File: src/rtl/adc_mon_pkg.sv
// -----------------------------------------------------------------------------
// adc_mon_pkg
// Shared constants, types and helpers for the multi-channel ADC monitor.
//   DW_DEF          default sample width
//   AVG_LOG2_MAX    upper bound of the averaging window exponent
//   DEB_CNT_MIN/MAX legal range of the debounce trip count
//   N_CH_MAX        largest supported channel count
//   DEB_W           width of the per-lane debounce counter
//   sample_t        signed sample type at the default width
//   ch_w()          channel index width, never narrower than one bit
//   lane_lo()       low bit offset of lane k inside a flattened bus
// -----------------------------------------------------------------------------
package adc_mon_pkg;

    localparam int DW_DEF       = 32;
    localparam int AVG_LOG2_MAX = 8;
    localparam int DEB_CNT_MIN  = 1;
    localparam int DEB_CNT_MAX  = 255;
    localparam int N_CH_MAX     = 32;
    localparam int DEB_W        = 8;

    typedef logic signed [DW_DEF-1:0] sample_t;

    // A single channel still needs a one-bit index port.
    function automatic int ch_w(input int n);
        int w;
        if (n <= 1) begin
            w = 1;
        end else begin
            w = $clog2(n);
        end
        return w;
    endfunction

    function automatic int lane_lo(input int k, input int dw);
        return k * dw;
    endfunction

endpackage

File: src/rtl/adc_mon_lane.sv
// -----------------------------------------------------------------------------
// adc_mon_lane
// One ADC channel: sample capture, block averaging over 2^AVG_LOG2 samples,
// signed min/max window check with a saturating debounce counter.
//   i_clk, i_rst        clock, asynchronous active-low reset
//   i_tdata, i_tvalid   incoming sample and its valid strobe
//   i_max_thr/i_min_thr signed window limits (equality is in range)
//   i_intl_en           enables debounce counting and trips
//   i_intl_clr          clears the debounce counter unless a trip occurs
//   o_data              last captured sample
//   o_avg, o_avg_valid  last block average and its one-cycle update pulse
//   o_trip_set          combinational: this cycle's sample completes a trip
// -----------------------------------------------------------------------------
module adc_mon_lane
    import adc_mon_pkg::*;
#(
    parameter int DW       = DW_DEF,
    parameter int AVG_LOG2 = 4,
    parameter int DEB_CNT  = 3
) (
    input  logic          i_clk,
    input  logic          i_rst,
    input  logic [DW-1:0] i_tdata,
    input  logic          i_tvalid,
    input  logic [DW-1:0] i_max_thr,
    input  logic [DW-1:0] i_min_thr,
    input  logic          i_intl_en,
    input  logic          i_intl_clr,
    output logic [DW-1:0] o_data,
    output logic [DW-1:0] o_avg,
    output logic          o_avg_valid,
    output logic          o_trip_set
);

    localparam logic [DEB_W-1:0] DEB_LIM = DEB_W'(DEB_CNT);
    localparam logic [DEB_W-1:0] DEB_ONE = DEB_W'(1'b1);

    logic [DW-1:0]    data_r;
    logic [DW-1:0]    avg_r;
    logic             avg_valid_r;
    logic [DEB_W-1:0] deb_cnt_r;
    logic [DEB_W-1:0] deb_next_s;
    logic             oor_s;
    logic             trip_s;

    // Sample capture: hold the last valid sample.
    always_ff @(posedge i_clk or negedge i_rst) begin
        if (!i_rst) begin
            data_r <= {DW{1'b0}};
        end else if (i_tvalid) begin
            data_r <= i_tdata;
        end else begin
            data_r <= data_r;
        end
    end

    generate
        if (AVG_LOG2 == 0) begin : g_pass
            // Window of one sample: the average is the sample itself.
            always_ff @(posedge i_clk or negedge i_rst) begin
                if (!i_rst) begin
                    avg_r       <= {DW{1'b0}};
                    avg_valid_r <= 1'b0;
                end else begin
                    avg_valid_r <= i_tvalid;
                    if (i_tvalid) begin
                        avg_r <= i_tdata;
                    end else begin
                        avg_r <= avg_r;
                    end
                end
            end
        end else begin : g_avg
            localparam int AW = DW + AVG_LOG2;

            logic signed [AW-1:0]   acc_r;
            logic signed [AW-1:0]   sum_s;
            logic [AVG_LOG2-1:0]    cnt_r;

            // Running sum including the current sample; the guard bits
            // guarantee a full window of extreme samples cannot overflow.
            always_comb begin
                sum_s = acc_r + $signed({{AVG_LOG2{i_tdata[DW-1]}}, i_tdata});
            end

            // Accumulate; on the last sample of a window publish the
            // floor-divided mean and restart the window.
            always_ff @(posedge i_clk or negedge i_rst) begin
                if (!i_rst) begin
                    acc_r       <= {AW{1'b0}};
                    cnt_r       <= {AVG_LOG2{1'b0}};
                    avg_r       <= {DW{1'b0}};
                    avg_valid_r <= 1'b0;
                end else if (i_tvalid) begin
                    cnt_r <= cnt_r + AVG_LOG2'(1'b1);
                    if (&cnt_r) begin
                        avg_r       <= DW'(sum_s >>> AVG_LOG2);
                        avg_valid_r <= 1'b1;
                        acc_r       <= {AW{1'b0}};
                    end else begin
                        avg_r       <= avg_r;
                        avg_valid_r <= 1'b0;
                        acc_r       <= sum_s;
                    end
                end else begin
                    acc_r       <= acc_r;
                    cnt_r       <= cnt_r;
                    avg_r       <= avg_r;
                    avg_valid_r <= 1'b0;
                end
            end
        end
    endgenerate

    // Window check and next debounce count. A disabled lane holds at zero.
    always_comb begin
        oor_s      = ($signed(i_tdata) > $signed(i_max_thr)) ||
                     ($signed(i_tdata) < $signed(i_min_thr));
        deb_next_s = deb_cnt_r;
        if (!i_intl_en) begin
            deb_next_s = {DEB_W{1'b0}};
        end else if (i_tvalid) begin
            if (oor_s) begin
                if (deb_cnt_r >= DEB_LIM) begin
                    deb_next_s = DEB_LIM;
                end else begin
                    deb_next_s = deb_cnt_r + DEB_ONE;
                end
            end else begin
                deb_next_s = {DEB_W{1'b0}};
            end
        end else begin
            deb_next_s = deb_cnt_r;
        end
        trip_s = i_intl_en && i_tvalid && oor_s && (deb_next_s == DEB_LIM);
    end

    // Debounce counter; a trip in the same cycle as a clear is kept (fail-safe).
    always_ff @(posedge i_clk or negedge i_rst) begin
        if (!i_rst) begin
            deb_cnt_r <= {DEB_W{1'b0}};
        end else if (i_intl_clr && !trip_s) begin
            deb_cnt_r <= {DEB_W{1'b0}};
        end else begin
            deb_cnt_r <= deb_next_s;
        end
    end

    assign o_data      = data_r;
    assign o_avg       = avg_r;
    assign o_avg_valid = avg_valid_r;
    assign o_trip_set  = trip_s;

endmodule

File: src/rtl/adc_ch_monitor.sv
// -----------------------------------------------------------------------------
// adc_ch_monitor
// N_CH independent ADC lanes plus shared sticky-interlock bookkeeping.
//   i_clk, i_rst    clock, asynchronous active-low reset
//   s_axis_tdata    flattened samples, channel k at [k*DW +: DW]
//   s_axis_tvalid   per-channel valid, never back-pressured
//   i_max_thr       flattened signed upper limits
//   i_min_thr       flattened signed lower limits
//   i_intl_en       per-channel interlock enable
//   i_intl_clr      level clear of interlocks, debounce and first-trip record
//   o_data          last captured sample per channel
//   o_avg           last block average per channel
//   o_avg_valid     per-channel average update pulse
//   o_intl          sticky per-channel interlock
//   o_intl_any      OR of o_intl, registered alongside it
//   o_intl_first    lowest channel of the first trip since reset/clear
// -----------------------------------------------------------------------------
module adc_ch_monitor
    import adc_mon_pkg::*;
#(
    parameter int N_CH     = 10,
    parameter int DW       = DW_DEF,
    parameter int AVG_LOG2 = 4,
    parameter int DEB_CNT  = 3,
    parameter int CH_W     = ch_w(N_CH)
) (
    input  logic               i_clk,
    input  logic               i_rst,
    input  logic [N_CH*DW-1:0] s_axis_tdata,
    input  logic [N_CH-1:0]    s_axis_tvalid,
    input  logic [N_CH*DW-1:0] i_max_thr,
    input  logic [N_CH*DW-1:0] i_min_thr,
    input  logic [N_CH-1:0]    i_intl_en,
    input  logic               i_intl_clr,
    output logic [N_CH*DW-1:0] o_data,
    output logic [N_CH*DW-1:0] o_avg,
    output logic [N_CH-1:0]    o_avg_valid,
    output logic [N_CH-1:0]    o_intl,
    output logic               o_intl_any,
    output logic [CH_W-1:0]    o_intl_first
);

    logic [N_CH-1:0] trip_s;
    logic [N_CH-1:0] intl_next_s;
    logic [CH_W-1:0] first_idx_s;
    logic [N_CH-1:0] intl_r;
    logic            intl_any_r;
    logic            first_cap_r;
    logic [CH_W-1:0] first_r;

    generate
        for (genvar k = 0; k < N_CH; k++) begin : g_lane
            adc_mon_lane #(
                .DW       (DW),
                .AVG_LOG2 (AVG_LOG2),
                .DEB_CNT  (DEB_CNT)
            ) u_lane (
                .i_clk       (i_clk),
                .i_rst       (i_rst),
                .i_tdata     (s_axis_tdata[lane_lo(k, DW) +: DW]),
                .i_tvalid    (s_axis_tvalid[k]),
                .i_max_thr   (i_max_thr[lane_lo(k, DW) +: DW]),
                .i_min_thr   (i_min_thr[lane_lo(k, DW) +: DW]),
                .i_intl_en   (i_intl_en[k]),
                .i_intl_clr  (i_intl_clr),
                .o_data      (o_data[lane_lo(k, DW) +: DW]),
                .o_avg       (o_avg[lane_lo(k, DW) +: DW]),
                .o_avg_valid (o_avg_valid[k]),
                .o_trip_set  (trip_s[k])
            );
        end
    endgenerate

    // Lowest-index priority encode of this cycle's trips, and next sticky
    // state: a clear drops old bits but never a trip arriving with it.
    always_comb begin
        first_idx_s = {CH_W{1'b0}};
        for (int i = N_CH - 1; i >= 0; i--) begin
            if (trip_s[i]) begin
                first_idx_s = CH_W'(i);
            end else begin
                first_idx_s = first_idx_s;
            end
        end
        if (i_intl_clr) begin
            intl_next_s = trip_s;
        end else begin
            intl_next_s = intl_r | trip_s;
        end
    end

    // Sticky interlocks, their OR, and the first-trip record.
    always_ff @(posedge i_clk or negedge i_rst) begin
        if (!i_rst) begin
            intl_r      <= {N_CH{1'b0}};
            intl_any_r  <= 1'b0;
            first_cap_r <= 1'b0;
            first_r     <= {CH_W{1'b0}};
        end else begin
            intl_r     <= intl_next_s;
            intl_any_r <= |intl_next_s;
            if (i_intl_clr) begin
                first_cap_r <= |trip_s;
                first_r     <= first_idx_s;
            end else if (!first_cap_r && (|trip_s)) begin
                first_cap_r <= 1'b1;
                first_r     <= first_idx_s;
            end else begin
                first_cap_r <= first_cap_r;
                first_r     <= first_r;
            end
        end
    end

    assign o_intl       = intl_r;
    assign o_intl_any   = intl_any_r;
    assign o_intl_first = first_r;

endmodule

File: config.mk
export PLATFORM = sky130hd
export DESIGN_NAME = adc_ch_monitor
export DESIGN_NICKNAME = d
export VERILOG_FILES = /design/src/rtl/adc_mon_pkg.sv /design/src/rtl/adc_mon_lane.sv /design/src/rtl/adc_ch_monitor.sv
export SDC_FILE = /design/constraint.sdc
export NUM_CORES = 2
export LEC_CHECK = 0
export BUFFER_PORTS_ARGS = -buffer_cell sky130_fd_sc_hd__buf_4
export CAP_MARGIN = 20
export CORE_AREA = 4 4 642 644
export CTS_BUF_LIST = sky130_fd_sc_hd__clkbuf_8
export CTS_CLUSTER_SIZE = 25
export DETAILED_ROUTE_END_ITERATION = 12
export DIE_AREA = 0 0 646 648
export MAX_ROUTING_LAYER = met4
export SYNTH_ARGS = -nofsm -noshare
export SYNTH_HDL_FRONTEND = slang
export SYNTH_SLANG_ARGS = --single-unit
File: constraint.sdc
create_clock -name i_clk -period 5.5 [get_ports i_clk]
set_clock_uncertainty 0.2 [all_clocks]
set_input_delay 0.825 -clock i_clk [delete_from_list [all_inputs] [get_ports i_clk]]
set_output_delay 0.825 -clock i_clk [all_outputs]
set_load 0.005 [all_outputs]
Word level (Yosys, flattened, before mapping). Index checks and enable logic that the tools add are counted.

Memories kept: 0. Latch bits: 0. Bits of input ports: 983. RAM bits: 0. Logic and storage cells: 315. Bits in registers: 1146. Bits in read-only memories: 0.

Bitwise operators: 1. Multiplexer cells: 95. Equal/unequal tests: 10. Order comparisons: 30. $add $sub $neg: 30. Shift-type cells: 0. Multipliers: 0. Reductions and logical operators: 85. Div/mod/pow operators: 0.

Operators by type and width (count): $mux W8 (50); $add A36 B32 Y36 (10); $mux W36 (10); $gt A32 B32 Y1 (10); $lt A32 B32 Y1 (10); $add A8 B1 Y8 const B (10); $eq A8 B2 Y1 const B (10); $ge A8 B2 Y1 const B (10); $reduce_and A5 Y1 (10); $mux W4 (12); $logic_and A1 B1 Y1 (41); $add A4 B1 Y4 const B (10); $reduce_and A4 Y1 (10); $mux W1 (22); $reduce_or A10 Y1 (2); $logic_not A1 Y1 (11); $logic_or A1 B1 Y1 (10); $mux W10 (1); $or A10 B10 Y10 (1); $reduce_bool A2 Y1 (1).

Depth between registers and ports, before layout.
Depth after elaboration: 19. Gate-level depth with buffers: 13. Mapped depth without buffers: 13.

Hierarchy. A second synthesis with hierarchy kept.

Cell total of the unflattened synthesis: 7812. Area, all modules: 76744.9 µm².

By module, submodules not included: adc_mon_lane at g_lane[1].u_lane ... (area an instance 7594.8 µm², instances 8, cells each 773); adc_mon_lane at g_lane[9].u_lane (area an instance 7658.6 µm², instances 1, cells each 793); adc_mon_lane at g_lane[0].u_lane (area an instance 7628.6 µm², instances 1, cells each 776); adc_ch_monitor (area an instance 699.4 µm², instances 1, cells each 59).

Worst setup path after synthesis. OpenSTA, ideal clock, no wires.

Kind: input-to-reg. Start point: input port s_axis_tdata[224]. End point: register g_lane[7].u_lane.avg_r[30]. Stages: 13. Setup time: 0.134 ns. Path buffers: 0. Required time: 5.166 ns. Setup slack: 1.441 ns. Data arrival time: 3.725 ns. Path through: ha_1 -> fa_1 -> a21o_1 -> a221oi_1 -> o22ai_1 -> o2111a_1 -> o211ai_1 -> a21oi_1 -> o32ai_1 -> nand2_1 -> a31oi_1 -> xor2_1 -> o21ai_0.

Cells in the longest elaborated chain, start to end: 1.

Ends and longest elaborated chain: from (decl) (RTL line adc_ch_monitor.sv:29) `input logic [N_CH*DW-1:0] s_axis_tdata,`; $add A36 B32 Y36 (RTL line adc_mon_lane.sv:83) `sum_s = acc_r + $signed({{AVG_LOG2{i_tdata[DW-1]}}, i_tdata});`; to (signal assigned) (RTL line adc_mon_lane.sv:92) `avg_r <= {DW{1'b0}};`; to (signal assigned) (RTL line adc_mon_lane.sv:97) `avg_r <= DW'(sum_s >>> AVG_LOG2);`; to (signal assigned) (RTL line adc_mon_lane.sv:101) `avg_r <= avg_r;`; to (decl) (RTL line adc_mon_lane.sv:39) `logic [DW-1:0] avg_r;`.

Every way passes these cells. A chain may end at the register's enable or synchronous reset.

Worst setup path after layout.
Start point: input port s_axis_tdata[287]. End point: register intl_any_r, in the netlist o_intl_any.

Cells in the longest elaborated chain, start to end: 10. Elaborated cells on any way between the ends: 12. Classes of those cells: order compare (2); eq/ne (1); mux (4); bitwise (1); reduce/logical (4).

Ends and longest elaborated chain: $gt A32 B32 Y1 / $lt A32 B32 Y1 (equally long branches) (RTL line adc_mon_lane.sv:117, adc_mon_lane.sv:118); $logic_or A1 B1 Y1 (*) (RTL line adc_mon_lane.sv:117) `oor_s = ($signed(i_tdata) > $signed(i_max_thr)) ||`; $mux W8 (RTL line adc_mon_lane.sv:123) `if (oor_s) begin`; $mux W8 (RTL line adc_mon_lane.sv:122) `end else if (i_tvalid) begin`; $mux W8 (RTL line adc_mon_lane.sv:120) `if (!i_intl_en) begin`; $eq A8 B2 Y1 (RTL line adc_mon_lane.sv:135) `trip_s = i_intl_en && i_tvalid && oor_s && (deb_next_s == DEB_LIM);`; $logic_and A1 B1 Y1 (*) (RTL line adc_mon_lane.sv:135); $or A10 B10 Y10 (RTL line adc_ch_monitor.sv:88) `intl_next_s = intl_r | trip_s;`; $mux W10 (*) (RTL line adc_ch_monitor.sv:85) `if (i_intl_clr) begin`; $reduce_or A10 Y1 (*) (RTL line adc_ch_monitor.sv:101) `intl_any_r <= |intl_next_s;`; to (signal assigned) (RTL line adc_ch_monitor.sv:101); to (decl) (RTL line adc_ch_monitor.sv:47) `logic intl_any_r;`.

Every way passes the cells marked *; elsewhere a longest branch is shown, timed or not.

==> impl_metrics.csv <==
group,metric,value,unit
yosys,postSynthAreaPerCell,9.76,um2
yosys,syn-num-nets,9631,
route,m1WireLength,155000,um
route,vias_per_cell,4.48,
min_path,hp-start,"s_axis_tvalid[2]",
timing,tightest_slew,0.935,ns
finish,final_cell_mix,"1711 x buf_4, 1146 x dfrtp_1, 1000 x ha_1",
yosys,yosys_warnings,0,
clock_tree,clk_latency,1.04,ns
clock_tree,cts_root_buf,"clkbuf_8",
route,wl_met2,181000,um
yosys,ys_types,87,
min_path,hp-class,"primary input to register",
finish,seq_area,28700,um2
global_routing,grt_pass1_vias,67398,
finish,multi_input_area,42000,um2
power_and_ir_drop,power_density,442,nW/um2
route,wl_met3,34800,um
setup_path,cp.arrival,5.58,ns
clock_tree,cts_buffer_depth,4,
setup_path,r2r-start,"g_lane[8].u_lane.g_avg.acc_r[1]$_DFFE_PN0P_",
clock_tree,clock-sinks,1146,
die,fp.dieH,648,um
finish,fin_util,25.3,%
die,fp-row-count,234,
power_and_ir_drop,finalPower,45.3,mW
job,cap_violations,0,
die,design.die.area,419000,um2
route,ant_nets,0,
finish,layout-area-overhead-vs-synth,37.5,%
global_routing,antenna_found_initial,167,
route,dr.pass1.iters,9,
setup_path,required,6.16,ns
die,start_util,18.4,%
timing,fmax,204,MHz
route,vias,69222,
global_routing,overflow,0,
timing,post-route-period-util,89.3,%
timing,fin_tns_setup,0,ns
setup_path,crit_path_end_kind,"register",
clock_tree,cts_max_level,4,
route,postRouteWirelength,386000,um
yosys,yosysTopAreaCell,"dfrtp_1",
place,port_buffers,1647,
timing,rsz0062_at_grt,"no",
setup_path,crit_start,"s_axis_tdata[287]",
timing,setup_viol_count_final,0,
die,io_pins,1648,
place,gp_congestion,0.971,
yosys,seq_area_frac_synth,38.5,%
min_path,hold_depth,2,
power_and_ir_drop,cellLeakagePower,50.9,nW
clock_tree,cts_buffers,228,
global_routing,grt_pass1_wl,527000,um
status,status,"completed",
yosys,synthCells,7638,
setup_path,reg2reg_depth,12,
global_routing,grt.total_usage,18.1,%
die,die_w,646,um
timing,drv_slew,0,
place,dp_hpwl,319000,um
route,wl_per_cell,25.0,um
yosys,synth-edff-count,0,
setup_path,crit_type,"primary input to register",
finish,fillers,43761,
route,drcViolationCount,0,
setup_path,cp-start-kind,"primary input",
yosys,synth.area.top_cells,"dfrtp_1 38%, ha_1 17%, mux2_2 5.1%",
finish,fin_nets,11721,
finish,drive_above_1_share,25.1,%
route,top_layer_used,"met4",
power_and_ir_drop,vdd_ir_drop_max,0.221,mV
clock_tree,tritoncts,"yes",
finish,layout_commonest_cell,"buf_4",
die,fp.coreArea,406000,um2
timing,relSlewSlack,37.3,%
yosys,synth_area,74500,um2
route,drt_iter0_drc,5440,
yosys,ys.flop_type,"dfrtp_1",
clock_tree,clkTransAtPathRegs,0.05,ns
yosys,synth_top_area_share,38.5,%
timing,hold_viol_final,0,
yosys,yosys_register_bits,1146,
setup_path,cp_max_fo,8,
yosys,synthArstFlopShare,100,%
global_routing,grt_max_degree,122,
timing,min_period,4.91,ns
## cell usage after synthesis (24+ instances only)
library cell     n
a211o_1         24
a211oi_1        62
a21o_1         357
a21oi_1        475
a31oi_1         45
and2_1          86
and3_1          64
and4_1          28
clkbuf_1       172
dfrtp_1       1146
ha_1          1000
inv_1          810
mux2_2         337
nand2_1        571
nand2b_1        68
nand3_1        130
nand4_1        124
nor2_1         224
nor2b_1         54
nor3_1          69
nor4_1          29
o211ai_1        30
o21a_1          57
o21ai_0        555
o21bai_1        61
o22ai_1         44
o2bb2ai_1      298
or2_2           32
or3_1           24
xnor2_1        178
xor2_1         171
## worst paths after layout
path / to / slack [ns]
max: o_intl_any$_DFF_PN0_ / 0.59
min: g_lane[2].u_lane.g_avg.cnt_r[0]$_DFFE_PN0P_ / 0.21
max reg2reg: g_lane[8].u_lane.o_avg[29]$_DFFE_PN0P_ / 1.28
min reg2reg: g_lane[8].u_lane.o_avg[12]$_DFFE_PN0P_ / 0.28
max in group asynchronous: g_lane[2].u_lane.o_avg[15]$_DFFE_PN0P_ / 3.28
min in group asynchronous: g_lane[0].u_lane.g_avg.acc_r[18]$_DFFE_PN0P_ / 0.31
## worst max-delay path: stages
cell,delay [ns]
dlygate4sd3_1,0.55
buf_4,0.19
ha_1,0.37
nand4_1,0.21
nor4b_2,0.65
nand2_1,0.15
a21oi_1,0.31
a211oi_1,0.11
or2_2,0.33
a32o_1,0.33
nand3_1,0.35
o2111ai_1,0.24
or4_1,0.45
or4_1,0.49
## routing by layer
layer / GRT usage, % / up-vias
met5: - / -
met4: 6.32 / 0
met3: 5.36 / 663
met2: 29.0 / 2743
met1: 21.5 / 33957
li1: - / 31859
## cells by family after synthesis
kind of cell / after synthesis / share of synthesized area [%]
AO/OA/AOI/OAI: 2213 / 19.6
AND/OR/NAND/NOR: 1553 / 10.3
flip-flops: 1146 / 38.5
buffers and inverters: 1017 / 5.17
adder cells (fa/ha/maj): 1010 / 17.1
multiplexers: 350 / 5.27
XOR/XNOR: 349 / 4.10
## flip-flops by register name, indices dropped and copies added, names as in the netlist
signal,flops
first_cap_r,1
g_lane.u_lane.deb_cnt_r,80
g_lane.u_lane.g_avg.acc_r,360
g_lane.u_lane.g_avg.cnt_r,40
g_lane.u_lane.o_avg,320
g_lane.u_lane.o_avg_valid,10
g_lane.u_lane.o_data,320
o_intl,10
o_intl_any,1
o_intl_first,4
## final cells by class
class                           count  share of cell area (%)
Clock inverter                    120                    1.22
Antenna cell                      106                   0.259
Timing Repair Buffer             2065                    16.1
Tap cell                         5428                    6.63
Sequential cell                  1146                    28.0
Multi-Input combinational cell   5475                    41.0
Clock buffer                      283                    3.80
Inverter                          812                    2.98
## stage by stage
step	instance area (um2)	worst slack (ns)	hold WS [ns]	cells
2_1_floorplan	74500	1.44	0.244	7638
3_3_place_gp	93500	0.0754	0.261	14579
3_5_place_dp	93500	0.131	0.271	14579
4_1_cts	102000	0.783	0.0225	15324
5_1_grt	102000	0.587	0.0711	15411
6_report	102000	0.586	0.207	15435
## power by group
group,internal [mW],switching (mW)
Sequential,11.3,1.90
Clock,5.75,4.43
Combinational,9.28,12.6
Total,26.4,18.9
## repair_timing
| action | 4_1_cts | 5_1_grt |
|---|---|---|
| setup buffers | 0 | 0 |
| gates resized for setup | 0 | 0 |
| endpoints found under the hold margin | 536 | 0 |
| hold buffers | 342 | 0 |
(Power assumes the default switching activity.)
